<file path="src/rtl/mux8_rr_arbiter.sv">
// rtl/mux8_rr_arbiter.sv - 8-way round-robin arbiter with optional burst grant and one-entry output stage
module mux8_rr_arbiter #(
    parameter int DATA_WIDTH = 32,
    parameter int MAX_BURST  = 1
) (
    input  logic                    clk,
    input  logic                    rst,
    input  logic [7:0]              req_valid,
    input  logic [8*DATA_WIDTH-1:0] req_data,
    output logic [7:0]              req_ready,
    output logic                    out_valid,
    input  logic                    out_ready,
    output logic [DATA_WIDTH-1:0]   out_data,
    output logic [2:0]              out_sel
);

    typedef enum logic {IDLE, FULL} state_t;

    localparam logic [7:0] BURST_LIM = 8'(MAX_BURST - 1);

    state_t     state;
    logic [2:0] last_sel;
    logic       last_vld;
    logic [7:0] burst_cnt;

    logic       accept_en;
    logic       accept;
    logic       grant_found;
    logic       burst_hit;
    logic [2:0] grant_idx;
    logic [2:0] cand;

    assign accept_en = (state == IDLE) || ((state == FULL) && out_ready);

    // Burst continuation wins; otherwise scan forward from the requester after the last owner.
    always_comb begin
        grant_found = 1'b0;
        burst_hit   = 1'b0;
        grant_idx   = 3'd0;
        cand        = 3'd0;
        if (last_vld && req_valid[last_sel] && (burst_cnt < BURST_LIM)) begin
            grant_found = 1'b1;
            burst_hit   = 1'b1;
            grant_idx   = last_sel;
        end else begin
            for (int k = 1; k <= 8; k++) begin
                cand = last_sel + 3'(k);
                if (!grant_found && req_valid[cand]) begin
                    grant_found = 1'b1;
                    grant_idx   = cand;
                end
            end
        end
    end

    assign accept    = !rst && accept_en && grant_found;
    assign req_ready = accept ? (8'b1 << grant_idx) : 8'b0;

    always_ff @(posedge clk) begin
        if (rst) begin
            state     <= IDLE;
            out_valid <= 1'b0;
            out_data  <= '0;
            out_sel   <= 3'd0;
            last_sel  <= 3'd7;
            last_vld  <= 1'b0;
            burst_cnt <= 8'd0;
        end else if (accept) begin
            state     <= FULL;
            out_valid <= 1'b1;
            out_data  <= req_data[grant_idx*DATA_WIDTH +: DATA_WIDTH];
            out_sel   <= grant_idx;
            last_sel  <= grant_idx;
            last_vld  <= 1'b1;
            burst_cnt <= burst_hit ? burst_cnt + 8'd1 : 8'd0;
        end else if ((state == FULL) && out_ready) begin
            state     <= IDLE;
            out_valid <= 1'b0;
        end
    end

endmodule

</file>
<file path="config.mk">
export PLATFORM = sky130hd
export DESIGN_NAME = mux8_rr_arbiter
export DESIGN_NICKNAME = d
export VERILOG_FILES = /design/src/rtl/mux8_rr_arbiter.sv
export SDC_FILE = /design/constraint.sdc
export NUM_CORES = 1
export LEC_CHECK = 0
export CORE_MARGIN = 8
export CORE_UTILIZATION = 33
export CTS_BUF_LIST = sky130_fd_sc_hd__clkbuf_8
export DETAILED_ROUTE_END_ITERATION = 16
export GPL_ROUTABILITY_DRIVEN = 0
export PLACE_DENSITY = 0.8
export SYNTH_ARGS = -nofsm -noshare
export SYNTH_HDL_FRONTEND = slang
export SYNTH_SLANG_ARGS = --single-unit
</file>
<file path="constraint.sdc">
create_clock -name clk -period 4.5 [get_ports clk]
set_input_delay 0.9 -clock clk [delete_from_list [all_inputs] [get_ports clk]]
set_output_delay 0.9 -clock clk [all_outputs]
set_load 0.1 [all_outputs]
</file>
==> summary.txt, run 1 <==
Status
  • Outcome: finished clean

Floorplanning
  • Initial core utilization: about a third
  • Die area: 17500 um^2
  • Vert. Die Dim: ~130 um
  • Io pins: between 300 and 400
  • Core area: about 13000 um^2
  • FP Rows: 42
  • Die width: 132.3 um

Route
  • Final WL: 19.91 mm
  • Drt drc: 0
  • Wire per inst: 20.82 um
  • DRC marker count from the first detailed-route iteration: 238
  • First-pass iteration count of the detailed router: 4
  • DR vias: 5108
  • Via density: ~5.3
  • Final ANT Viol Nets: 0

Synth
  • Post-synth top flop: dfxtp_1
  • Most frequent cell after synthesis: mux2i_1
  • EDFF count, synth: 0
  • Syn avg cell area: 9.456 um^2
  • Yosys reg bits: 39
  • Top post-synthesis cells by area: mux2i_1 (22%), mux2_2 (21%), dfxtp_1 (17%), o22ai_1 (5.5%), mux4_2 (5.0%)
  • Yosys cell types: 42
  • Cells after synthesis: 472
  • Yosys warns: 0
  • Post-Syn Area: 4463 um^2
  • Net Count, Synth: ~740
  • Seq/Total Area, Yosys: 17.49%
  • Yosys top cell area share: 22.43%
  • Synth cell count leaders: mux2i_1 (100), mux2_2 (82), dfxtp_1 (39), o22ai_1 (39), nor2_1 (23)
  • Synth async-reset ratio: 0%
  • Area leader, netlist: mux2i_1

Setup path
  • Setup CP Type: in2out
  • Element type at the critical path start: primary input
  • Worst reg2reg path startpoint: last_sel[0]
  • Worst setup EP type: output pin
  • Critical path data required time: 3600 ps
  • Worst-path fanout max: 5
  • Arr. time, crit path: between 3000 and 4000 ps
  • CP Launch Point: req_valid[4]

STA
  • Final period utilization: a little over nine tenths
  • Fmax: approximately 230 MHz
  • Hold Fails Final Rpt: 0
  • RSZ-0062 raised after global routing: false
  • Total negative slack: 0 ps
  • Setup WS post-layout: just under 100 ps
  • Clk_skew: between 5 and 6 ps
  • Final setup fails: 0
  • Final min period: 4403 ps
  • Worst-Margin Slew: around 1100 ps
  • Fin. max-slew vios: 0
  • Rel. slew slack: between 20 and 30%

Clock tree
  • Clk pin slew, worst setup/hold paths: roughly 90 ps
  • CTS sink cnt: 39
  • Worst-Skew Late Latency: ~290 ps
  • CTS tree: done
  • Root Buffer: clkbuf_8
  • H-tree levels: 2
  • CTS buffer count: 5
  • Clock tree buffer depth: 2
  • Hold Buf Count CTS: 0

Layout
  • Multi-input logic area: approximately 3600 um^2
  • Nets: between 1000 and 1500
  • Fill count: approximately 1100
  • Area Growth Syn to Fin: 84.27%
  • Share of cells above drive strength 1: between 20% and 30%
  • FF+latch area: between 700 and 800 um^2
  • Final Core Density: ~62%

Hold path
  • HP Start: out_sel[2]
  • Hold crit path type: reg2reg

GRT
  • Met3 GRT Util: between 4 and 5%
  • GRT met2 Usage: between 40 and 50%
  • First-pass GRT wire length: ~30 mm
  • Number of global-route vias before repair: between 5000 and 6000
  • Largest net degree at the start of global routing: 67
  • Met1 usage: 22.46%
  • Gr ovfl total: 0
  • GRT Total Usage: between 20% and 30%
  • GRT busiest layer: met2
  • Initial antenna violation count: 1

Flow run
  • Max Cap Viol: 0

Placed design
  • HPWL Detailed: 16.27 mm
  • Port bufs: 310
  • Setup Slack @ Placement: -144.8 ps
-- registers in the layout, summed over array words and instances, names as in the netlist --
name and count:
out_sel 3, state 1, last_sel 3, out_data 32
-- critical path: stages --
cell           delay, ps
dlygate4sd2_1        270
buf_4                150
mux4_2               490
buf_4                170
nand2b_1              70
a21oi_1               70
o21ai_0              270
a211o_1              190
and3b_2              310
buf_4                170
nand2_2               90
nor3_4               160
buf_12               200
-- cell usage in the layout (no fill, tap or decap), types with 3 or more instances in the layout --
| cell type | netlist | routed |
|---|---|---|
| clkdlybuf4s50_1 | 0 | 294 |
| mux2i_1 | 100 | 96 |
| mux2_2 | 82 | 79 |
| o22ai_1 | 39 | 38 |
| dfxtp_1 | 39 | 38 |
| buf_4 | 5 | 32 |
| nand3b_1 | 21 | 21 |
| o31ai_1 | 20 | 20 |
| nor2_1 | 23 | 19 |
| a211oi_1 | 15 | 15 |
| nand2_1 | 13 | 11 |
| buf_12 | 0 | 11 |
| mux4_2 | 10 | 10 |
| o21ai_0 | 9 | 8 |
| nand2b_1 | 7 | 6 |
| nor3_4 | 0 | 5 |
| clkbuf_8 | 0 | 5 |
| dlygate4sd2_1 | 0 | 5 |
| nor2_2 | 0 | 4 |
| nand3_1 | 5 | 4 |
| a21oi_1 | 4 | 4 |
| inv_1 | 4 | 3 |
| mux2i_2 | 0 | 3 |
| mux2_4 | 0 | 3 |
| a211o_1 | 3 | 3 |
| dlymetal6s2s_1 | 0 | 3 |
-- timing repair --
action	CTS	global route
buffers inserted	4	1
pin swaps	4	4
endpoints found under the setup margin	8	8
resized for setup	16	7
hold endpoints to repair	0	0
-- stage by stage --
stage                     hold slack (ps)  instance area [um^2]  instances
after global routing                521.7                  8224        956
after CTS                           490.5                  8185        954
after global placement              469.5                  8020        942
after detailed placement            469.7                  8020        942
after floorplan                     744.4                  4668        472
final                               484.4                  8224        956
-- path summary, 6_finish.rpt --
check / to / slack, ps / depth (start not counted)
setup reg to reg: out_data[16] / 590 / 14
hold / removal: out_sel[2] / 480 / 2
hold reg to reg: out_sel[2] / 480 / 2
setup / recovery: req_ready[1] / 100 / 13
-- kinds of logic after synthesis --
| group | share of synthesized area [%] |
|---|---|
| multiplexers | 48.16 |
| AO/OA/AOI/OAI | 15.95 |
| AND/OR/NAND/NOR | 10.68 |
| buffers and inverters | 6.392 |
| flip-flops | 17.49 |
| XOR/XNOR | 0.7571 |
| adder cells (fa/ha/maj) | 0.5606 |
-- metal layers --
metal  wire length, um  vias to the layer above
li1                  -                     2448
met1              7452                     2401
met2             10540                      225
met3              1351                       34
met4               564                        0
met5                 0                        -
-- layout make-up --
type,count,area share (%)
Antenna cell,1,0.03043
Clock buffer,5,0.8368
Clock inverter,3,0.2891
Inverter,4,0.2130
Multi-Input combinational cell,383,44.04
Sequential cell,39,9.539
Tap cell,176,2.678
Timing Repair Buffer,345,42.37
Power of run 1 is left out: the tool's default activity adds up to more than one toggle a clock period on the data nets, which glitch-free logic cannot reach.
==> run 2: changes to the inputs <==
Settings changed: CTS_CLUSTER_SIZE from default to 28, TNS_END_PERCENT from default to 1.
==> summary.txt, run 2 (same netlist as run 1, synthesis figures left out) <==
STA
  • Hold Worst Slack: 491.1 ps (+6.652 ps)
  • Worst-Margin Slew: 1056 ps (-11.03 ps)
  • Final setup fails: 0 (unchanged)
  • Fin. max-slew vios: 0 (unchanged)
  • Clk_skew: 9.032 ps (+3.724 ps)
  • Rel. slew slack: 29.41% (+0.74 points)
  • Final period utilization: 96.88% (-0.96 points)
  • Fmax: 229.4 MHz (+0.99%)
  • RSZ-0062 raised after global routing: false
  • Final min period: 4360 ps (-42.98 ps)
  • Hold Fails Final Rpt: 0 (unchanged)

Placed design
  • Placed cell area: 8020 um^2 (unchanged)
  • HPWL Detailed: 16.18 mm (-0.57%)
  • Port bufs: 310 (unchanged)

Layout
  • Largest register by flop count: out_data
  • # diodes: 0 (-1)
  • FF+latch area: 784.5 um^2 (unchanged)
  • Multi-input logic area: 3555 um^2 (-1.9%)
  • Most frequent cells in the layout: clkdlybuf4s50_1 (294), mux2i_1 (98), mux2_2 (81), o22ai_1 (39), dfxtp_1 (38)
  • Commonest non-fill, non-tap cell in the layout: clkdlybuf4s50_1
  • Area Growth Syn to Fin: 82.34%
  • Fill count: 1109 (-0.63%)
  • Nets: 1045 (-0.19%)
  • Share of cells above drive strength 1: 21.36% (-1.2 points)
  • Max reg flops: 32 (unchanged)
  • Finished layout cell area: 8138 um^2 (-1.0%)
  • Top flop regs: out_data x32, last_sel x3, out_sel x3

Route
  • Final ANT Viol Nets: 0 (unchanged)
  • DRC marker count from the first detailed-route iteration: 285 (+20%)
  • Via density: 5.321 (-0.41%)
  • DR vias: 5071 (-0.72%)
  • Drt drc: 0 (unchanged)
  • Wire per inst: 20.36 um (-2.2%)
  • Final WL: 19.40 mm (-2.5%)
  • First-pass iteration count of the detailed router: 4 (unchanged)

Hold path
  • HP Start: out_data[3]
  • Hold path depth: 2 (unchanged)
  • Hold Path End: out_data[3]
  • Hold crit path type: reg2reg

Setup path
  • Element type at the critical path start: primary input
  • Setup CP Type: in2out
  • Critical path data required time: 3600 ps (about the same)
  • Worst-path fanout max: 8 (+3)
  • Worst reg2reg path startpoint: last_sel[0]
  • Number of cells on the worst reg-to-reg path: 14 (unchanged)
  • Worst setup EP type: output pin
  • Setup slack, reg-to-reg: 720 ps (+130 ps)
  • Arr. time, crit path: 3460 ps (-40 ps)
  • FF-to-FF End: out_data[16]

GRT
  • Largest net degree at the start of global routing: 67 (unchanged)
  • GRT Total Usage: 20.90% (-0.37 points)
  • Gr ovfl total: 0 (unchanged)
  • First-pass GRT wire length: 29.86 mm (-0.82%)
  • Initial antenna violation count: 0 (-1)
  • Number of global-route vias before repair: 5509 (-0.49%)

Clock tree
  • CTS tree: done
  • Worst-Skew Late Latency: 290 ps (about the same)
  • CTS buffer count: 5 (unchanged)
  • Root Buffer: clkbuf_8
  • Clock tree buffer depth: 2 (unchanged)
  • H-tree levels: 2 (unchanged)
  • Clk pin slew, worst setup/hold paths: 80 ps (about the same)
  • CTS sink cnt: 39 (unchanged)

Floorplanning
  • FP Rows: 42 (unchanged)
  • Initial core utilization: 33.70% (unchanged)
  • Vert. Die Dim: 132.3 um (unchanged)
  • Die area: 17500 um^2 (unchanged)
  • Io pins: 311 (unchanged)
  • Core area: 13240 um^2 (unchanged)
  • Die width: 132.3 um (unchanged)

Flow run
  • Max Cap Viol: 0 (unchanged)

Status
  • Outcome: finished clean
## run 2: cell count changes in the layout (fill, tap and decap cells not counted), sizes merged
cell | before | now
dlygate4sd2 | 5 | 8
clkbuf | 5 | 7
diode | 1 | 0
dlymetal6s2s | 3 | 0
clkinvlp | 2 | 0
buf | 43 | 41
## run 2: worst max path at each step
stage / start / to / slack, ps
after global routing: req_valid[1] / req_ready[1] / 30
after floorplan: last_sel[0] / req_ready[5] / -250
final: req_valid[4] / req_ready[6] / 140
after global placement: req_valid[2] / req_ready[1] / -30
after CTS: last_sel[0] / req_ready[1] / 70
after detailed placement: req_valid[0] / req_ready[1] / -130
## run 2: area by class of cell
class / count / area share [%]
clock buffers: 7 / 1.184
clock inverters: 1 / 0.07688
inverters: 4 / 0.2153
multi-input cells: 383 / 43.68
flip-flops and latches: 39 / 9.640
well taps: 176 / 2.706
repair buffers: 343 / 42.50
## run 2: critical path: stages
cell           delay, ps
dlygate4sd2_1        270
mux4_2               520
buf_4                180
mux2i_2              260
buf_4                190
nand2b_1              70
o21ai_0              100
a211o_1              200
a2bb2oi_4             80
buf_12               150
buf_4                140
nor3_4               210
buf_12               200
## run 2: stage by stage
stage / worst slack [ps] / instances / setup TNS (ps) / utilization [%]
after floorplan: -248.3 / 472 / -970.6 / -
after global placement: -33.96 / 943 / -121.2 / 60.56
after detailed placement: -130.4 / 943 / -483.7 / 60.56
after CTS: 73.36 / 952 / 0 / 61.39
after global routing: 32.69 / 953 / 0 / 61.45
final: 140.2 / 953 / 0 / 61.45
## run 2: repair_timing
action / 4_1_cts / 5_1_grt
endpoints found under the setup margin: 6 / 3
gates resized for setup: 11 / 0
hold buffers: 0 / 0
setup buffers: 1 / 1
gates cloned: 0 / 0
pin swaps: 4 / 0
## run 2: metal layers
metal | vias to the layer above | part of all wire (%) | track usage (%)
met5 | - | 0 | 0
met4 | 0 | 3.1 | 7.319
met3 | 34 | 5.9 | 4.649
met2 | 195 | 53 | 39.27
met1 | 2404 | 38 | 22.38
li1 | 2438 | - | -
Power of run 2 is left out for the same reason.
